File: config.mk
export PLATFORM = sky130hd
export DESIGN_NAME = alu_cmd_queue_flat
export DESIGN_NICKNAME = d
export VERILOG_FILES = /design/src/rtl/alu_cmd_queue_if.sv /design/src/rtl/alu_cmd_queue.sv /design/src/flat_wrapper.sv
export SDC_FILE = /design/constraint.sdc
export NUM_CORES = 1
export LEC_CHECK = 0
export CAP_MARGIN = 20
export CORE_UTILIZATION = 56
export CTS_CLUSTER_DIAMETER = 100
export DETAILED_ROUTE_END_ITERATION = 10
export GPL_TIMING_DRIVEN = 0
export PLACE_DENSITY = 0.79
export SYNTH_ARGS = -nofsm -noshare
export SYNTH_HDL_FRONTEND = slang
export SYNTH_SLANG_ARGS = --single-unit
export TNS_END_PERCENT = 50
File: constraint.sdc
create_clock -name aclk -period 3 [get_ports aclk]
set_input_delay 0.45 -clock aclk [delete_from_list [all_inputs] [get_ports aclk]]
set_output_delay 0.45 -clock aclk [all_outputs]
set_load 0.01 [all_outputs]
File: src/rtl/alu_cmd_queue_if.sv
// Handshake and issue bus between the command source, alu_cmd_queue and the ALU.
// master = command source / ALU side, slave = alu_cmd_queue.
interface alu_cmd_queue_if #(
    parameter int WIDTH = 13,
    parameter int DEPTH = 4
);
    logic                         in_valid;
    logic                         in_ready;
    logic [WIDTH-1:0]             in_x;
    logic [WIDTH-1:0]             in_y;
    logic [2:0]                   in_opcode;
    logic                         stall;
    logic [WIDTH-1:0]             out_x;
    logic [WIDTH-1:0]             out_y;
    logic [2:0]                   out_opcode;
    logic                         out_valid;
    logic                         res_valid;
    logic                         div0_err;
    logic [$clog2(DEPTH+1)-1:0]   count;

    modport master (
        output in_valid, in_x, in_y, in_opcode, stall,
        input  in_ready, out_x, out_y, out_opcode, out_valid, res_valid, div0_err, count
    );

    modport slave (
        input  in_valid, in_x, in_y, in_opcode, stall,
        output in_ready, out_x, out_y, out_opcode, out_valid, res_valid, div0_err, count
    );
endinterface

File: src/rtl/alu_cmd_queue.sv
// Command FIFO and registered issue stage feeding the ALU, with res_valid aligned to the ALU result.
// Optional feature macro ALU_DIV0_GUARD_EN: divide/modulo-by-zero commands issue as pass-x and flag div0_err.
module alu_cmd_queue #(
    parameter int WIDTH = 13,
    parameter int DEPTH = 4
) (
    input  logic           aclk,
    input  logic           areset,
    alu_cmd_queue_if.slave bus
);
    localparam int PTR_W = (DEPTH > 1) ? $clog2(DEPTH) : 1;
    localparam int CNT_W = $clog2(DEPTH + 1);

    typedef struct packed {
        logic [WIDTH-1:0] x;
        logic [WIDTH-1:0] y;
        logic [2:0]       op;
    } entry_t;

`ifdef ALU_DIV0_GUARD_EN
    // Opcodes 3'b011 (divide) and 3'b100 (modulo) with a zero divisor.
    function automatic logic is_div0(input logic [2:0] op, input logic [WIDTH-1:0] y);
        return ((op == 3'b011) || (op == 3'b100)) && (y == {WIDTH{1'b0}});
    endfunction
`endif

    entry_t             mem_q [DEPTH];
    entry_t             mem_d [DEPTH];
    logic [PTR_W-1:0]   wr_ptr_q, wr_ptr_d;
    logic [PTR_W-1:0]   rd_ptr_q, rd_ptr_d;
    logic [CNT_W-1:0]   count_q, count_d;
    logic [WIDTH-1:0]   out_x_q, out_x_d;
    logic [WIDTH-1:0]   out_y_q, out_y_d;
    logic [2:0]         out_opcode_q, out_opcode_d;
    logic               out_valid_q, out_valid_d;
    logic               res_valid_q, res_valid_d;
    logic               div0_err_q, div0_err_d;

    logic               full_s;
    logic               in_ready_s;
    logic               push_s;
    logic               pop_s;
    entry_t             head_s;

    // Next-state computation for FIFO storage, pointers, occupancy and issue registers.
    always_comb begin
        full_s       = (count_q == CNT_W'(DEPTH));
        in_ready_s   = !areset && !full_s;
        push_s       = bus.in_valid && in_ready_s;
        pop_s        = !bus.stall && (count_q != {CNT_W{1'b0}});
        head_s       = mem_q[rd_ptr_q];

        mem_d        = mem_q;
        wr_ptr_d     = wr_ptr_q;
        rd_ptr_d     = rd_ptr_q;
        count_d      = count_q;
        out_x_d      = out_x_q;
        out_y_d      = out_y_q;
        out_opcode_d = out_opcode_q;
        out_valid_d  = 1'b0;
        div0_err_d   = 1'b0;
        res_valid_d  = out_valid_q;

        if (push_s) begin
            mem_d[wr_ptr_q] = '{x: bus.in_x, y: bus.in_y, op: bus.in_opcode};
            wr_ptr_d        = wr_ptr_q + PTR_W'(1);
        end else begin
            wr_ptr_d        = wr_ptr_q;
        end

        // Without a pop the issue registers keep their values so the ALU recomputes the same command.
        if (pop_s) begin
            rd_ptr_d    = rd_ptr_q + PTR_W'(1);
            out_x_d     = head_s.x;
            out_y_d     = head_s.y;
            out_valid_d = 1'b1;
`ifdef ALU_DIV0_GUARD_EN
            if (is_div0(head_s.op, head_s.y)) begin
                out_opcode_d = 3'b000;
                div0_err_d   = 1'b1;
            end else begin
                out_opcode_d = head_s.op;
                div0_err_d   = 1'b0;
            end
`else
            out_opcode_d = head_s.op;
            div0_err_d   = 1'b0;
`endif
        end else begin
            rd_ptr_d    = rd_ptr_q;
            out_valid_d = 1'b0;
            div0_err_d  = 1'b0;
        end

        case ({push_s, pop_s})
            2'b10:   count_d = count_q + CNT_W'(1);
            2'b01:   count_d = count_q - CNT_W'(1);
            default: count_d = count_q;
        endcase
    end

    // State registers; reset discards queued entries and any pending res_valid.
    always_ff @(posedge aclk) begin
        if (areset) begin
            for (int i = 0; i < DEPTH; i++) begin
                mem_q[i] <= '0;
            end
            wr_ptr_q     <= {PTR_W{1'b0}};
            rd_ptr_q     <= {PTR_W{1'b0}};
            count_q      <= {CNT_W{1'b0}};
            out_x_q      <= {WIDTH{1'b0}};
            out_y_q      <= {WIDTH{1'b0}};
            out_opcode_q <= 3'b000;
            out_valid_q  <= 1'b0;
            res_valid_q  <= 1'b0;
            div0_err_q   <= 1'b0;
        end else begin
            mem_q        <= mem_d;
            wr_ptr_q     <= wr_ptr_d;
            rd_ptr_q     <= rd_ptr_d;
            count_q      <= count_d;
            out_x_q      <= out_x_d;
            out_y_q      <= out_y_d;
            out_opcode_q <= out_opcode_d;
            out_valid_q  <= out_valid_d;
            res_valid_q  <= res_valid_d;
            div0_err_q   <= div0_err_d;
        end
    end

    assign bus.in_ready   = in_ready_s;
    assign bus.out_x      = out_x_q;
    assign bus.out_y      = out_y_q;
    assign bus.out_opcode = out_opcode_q;
    assign bus.out_valid  = out_valid_q;
    assign bus.res_valid  = res_valid_q;
    assign bus.div0_err   = div0_err_q;
    assign bus.count      = count_q;
endmodule

File: src/flat_wrapper.sv
// flat-port wrapper written by rule: the top's interface ports become plain ports
module alu_cmd_queue_flat 
#(
    parameter int WIDTH = 13,
    parameter int DEPTH = 4
)
  (aclk, areset, bus_in_valid, bus_in_x, bus_in_y, bus_in_opcode, bus_stall, bus_in_ready, bus_out_x, bus_out_y, bus_out_opcode, bus_out_valid, bus_res_valid, bus_div0_err, bus_count);
  alu_cmd_queue_if #(.WIDTH(WIDTH), .DEPTH(DEPTH)) bus_i ();
  input  logic aclk;
  input  logic areset;
  input wire logic [$bits(bus_i.in_valid)-1:0] bus_in_valid;
  input wire logic [$bits(bus_i.in_x)-1:0] bus_in_x;
  input wire logic [$bits(bus_i.in_y)-1:0] bus_in_y;
  input wire logic [$bits(bus_i.in_opcode)-1:0] bus_in_opcode;
  input wire logic [$bits(bus_i.stall)-1:0] bus_stall;
  output wire logic [$bits(bus_i.in_ready)-1:0] bus_in_ready;
  output wire logic [$bits(bus_i.out_x)-1:0] bus_out_x;
  output wire logic [$bits(bus_i.out_y)-1:0] bus_out_y;
  output wire logic [$bits(bus_i.out_opcode)-1:0] bus_out_opcode;
  output wire logic [$bits(bus_i.out_valid)-1:0] bus_out_valid;
  output wire logic [$bits(bus_i.res_valid)-1:0] bus_res_valid;
  output wire logic [$bits(bus_i.div0_err)-1:0] bus_div0_err;
  output wire logic [$bits(bus_i.count)-1:0] bus_count;
  assign bus_i.in_valid = bus_in_valid;
  assign bus_i.in_x = bus_in_x;
  assign bus_i.in_y = bus_in_y;
  assign bus_i.in_opcode = bus_in_opcode;
  assign bus_i.stall = bus_stall;
  assign bus_in_ready = bus_i.in_ready;
  assign bus_out_x = bus_i.out_x;
  assign bus_out_y = bus_i.out_y;
  assign bus_out_opcode = bus_i.out_opcode;
  assign bus_out_valid = bus_i.out_valid;
  assign bus_res_valid = bus_i.res_valid;
  assign bus_div0_err = bus_i.div0_err;
  assign bus_count = bus_i.count;
  alu_cmd_queue #(.WIDTH(WIDTH), .DEPTH(DEPTH)) u_core (.aclk(aclk), .areset(areset), .bus(bus_i));
endmodule
==> flow_metrics.py <==
metrics = {
    "outcome": {
        "status": "finished, final reports clean",
    },
    "synth": {
        "synthDistinctLibCells": 34,
        "yosysSeqAreaShare": 0.474,
        "synth_cells": 691,
        "yosysTopAreaCellShare": 0.474,
        "postSynthAreaPerCell_um2": 9.41,
        "synth_ff_type": "dfxtp_1",
        "syn-num-nets": 730,
        "yosysWarnings": 0,
        "yosys-top-cells-area": "dfxtp_1 (47%), mux4_2 (10%), a21oi_1 (9.2%), nand3_1 (8.9%), o21ai_0 (8.8%)",
        "yosysMostFrequentCell": "dfxtp_1",
        "synth_seq_cells": 154,
        "netlist_area_um2": 6500,
        "async_flop_share": 0,
        "synth_edf_count": 0,
        "synth_top_cell_by_area": "dfxtp_1",
        "synth_commonest_cells": "dfxtp_1 (154), a21oi_1 (119), nand3_1 (116)",
    },
    "clock_tree": {
        "cts_resized": 0,
        "htreeDepth": 4,
        "clockRootBuffer": "clkbuf_16",
        "cts_sinks": 154,
        "cts_setup_buffers": 0,
        "path_clk_slew_ns": 0.06,
        "worstSkewPairLatency_ns": 0.43,
        "cts_inserted_buffers": 17,
        "cts_tree": "done",
        "holdBufCountCts": 0,
        "cts_buffer_depth": 2,
    },
    "final_layout": {
        "register_area_um2": 3080,
        "drive_gt1_frac": 0.123,
        "final_area_um2": 7990,
        "layout.nets": 815,
        "n_antenna_cell": 0,
        "multiInputGateArea_um2": 3010,
        "area_delta_synth_final_pct": 22.8,
        "nFillCells": 812,
    },
    "floorplan": {
        "dieArea_um2": 12000,
        "start_util": 0.587,
        "row_count": 38,
        "core_area_um2": 11100,
        "die_w_um": 110,
        "die_height_um": 110,
        "ios": 69,
    },
    "power_and_ir_drop": {
        "power.leakage_nw": 2.69,
        "p_per_area_nw_per_um2": 738,
        "ir_worst_vdd_mv": 0.554,
    },
    "global_routing": {
        "grt-ovfl-total": 0,
        "grt_pass1_wl_mm": 31.2,
        "grtUsageMet1": 0.430,
        "grt_pass1_vias": 6116,
        "use_met2": 0.565,
        "grt_use_total": 0.350,
        "top_usage_layer": "met2",
        "antenna_found_initial": 0,
        "grt_use_met3": 0.0889,
        "grt_max_degree": 17,
    },
    "timing": {
        "relSlewSlack": 0.470,
        "setup_violations": 0,
        "rsz0062_at_grt": "no",
        "drv_slew": 0,
        "max_freq_mhz": 344,
        "final-hold-violation-count": 0,
        "fin_tns_setup_ns": 0,
        "skew_ns": 0.0103,
        "finalCritPeriodShare": 0.969,
        "worst_pin_slew_ns": 0.794,
        "finalWorstSetupSlack_ns": 0.0945,
        "period_minus_slack_ns": 2.91,
    },
    "min_path": {
        "hp-start": "u_core.bus.out_valid",
        "hold_end": "u_core.bus.res_valid",
        "hold_class": "reg -> reg",
        "whs_path_depth": 1,
    },
    "route": {
        "drc": 0,
        "dr.pass1.iters": 9,
        "vias_per_cell": 6.71,
        "antenna_left": 0,
        "route.vias.total": 6226,
        "dr.first_iter.drc_count": 721,
        "finalWirelength_mm": 19.9,
        "routedWlPerCell_um": 21.5,
    },
    "placed_design": {
        "place_area_um2": 7340,
        "dpl_worst_slack_ns": 0.121,
        "hpwl_mm": 13.2,
        "gp_congestion": 0.870,
        "portBuffers": 66,
    },
    "setup_path": {
        "cp_max_fo": 10,
        "cp.required_ns": 2.55,
        "worst-r2r-cell-count": 10,
        "r2r_end": "u_core.bus.count[2]",
        "cp-end-kind": "output port",
        "criticalPathCategory": "in -> out",
        "crit_arrival_ns": 2.46,
        "r2r-start": "u_core.bus.count[2]",
        "startpoint_type": "input port",
        "r2r_slack_ns": 0.27,
    },
    "flow_run": {
        "maxCapViolations": 0,
    },
}
[sequential cells by signal (all words and copies together) (netlist names)]
name                   flops
u_core.mem_q             116
u_core.bus.res_valid       1
u_core.bus.out_x          13
u_core.rd_ptr_q            2
u_core.bus.out_opcode      3
u_core.wr_ptr_q            2
u_core.bus.out_valid       1
u_core.bus.count           3
u_core.bus.out_y          13
[metrics by stage]
stage               std cells  power, mW  hold WS (ns)  utilization
floorplan                 691       3.08         0.451            -
global placement          897       3.49         0.449        0.663
detailed placement        897       3.54         0.460        0.663
CTS                       928       5.86         0.469        0.721
global route              928       6.06         0.478        0.721
finish                    928       5.89         0.461        0.721
[worst max-delay path, stage by stage]
cell and delay (ns):
clkdlybuf4s50_1 0.51, buf_4 0.17, buf_2 0.25, clkbuf_1 0.48
nor2_1 0.10, clkdlybuf4s50_1 0.50
[metal layers]
metal | up-vias | wire length (µm)
li1 | 2709 | -
met1 | 2955 | 7430
met2 | 482 | 9480
met3 | 80 | 2340
met4 | 0 | 680
met5 | - | 0
[cell families (layout without fill, tap and decap cells)]
| logic type | after synthesis | count (layout) | synth area share |
|---|---|---|---|
| buffers and inverters | 87 | 184 | 0.0637 |
| AO/OA/AOI/OAI | 271 | 271 | 0.229 |
| flip-flops | 154 | 154 | 0.474 |
| multiplexers | 30 | 30 | 0.102 |
| XOR/XNOR | 2 | 2 | 0.00269 |
| other | 1 | 1 | 0.000577 |
| AND/OR/NAND/NOR | 140 | 140 | 0.116 |
| adder cells (fa/ha/maj) | 6 | 6 | 0.0127 |
[layout make-up]
cell class                 count  share of cell area
sequential                   154               0.386
multi-input combinational    450               0.376
timing repair buffer          66              0.0827
clock buffer                  24              0.0641
buffer                        79              0.0481
tap                          140              0.0219
clock inverter                 7              0.0169
inverter                       8             0.00376
[power breakdown]
group / switching, mW / total, mW / internal (mW) / leakage, nW
sequential: 0.0877 / 2.25 / 2.16 / 1.25
clock: 0.837 / 2.35 / 1.52 / 0.322
combinational: 0.806 / 1.29 / 0.488 / 1.13
[cells in the final DEF, fill, tap and decap left out, types with 5 or more instances in the layout]
cell type        Yosys  layout
o21ai_0            115     115
buf_4                7       7
buf_2               18      18
a21oi_1            119     119
a22o_1              29      29
mux4_2              29      29
buf_6                5       5
clkbuf_1            44      45
nand3_1            116     116
clkdlybuf4s50_1      0      66
clkbuf_8             0       6
inv_1                8       8
dfxtp_1            154     154
ha_1                 5       5
nor2_1               7       7
clkbuf_16            0      17
[worst max-delay path by stage]
stage | slack (ns) | cells after the start | startpoint | to
finish | 0.09 | 6 | areset | bus_in_ready
global route | 0.03 | 6 | areset | bus_in_ready
CTS | 0.11 | 6 | areset | bus_in_ready
detailed placement | 0.12 | 11 | areset | u_core.bus.count[2]
global placement | 0.13 | 6 | areset | bus_in_ready
floorplan | 0.71 | 10 | u_core.bus.count[2] | u_core.bus.count[2]
Note: power is estimated with default switching activity, not from simulation.
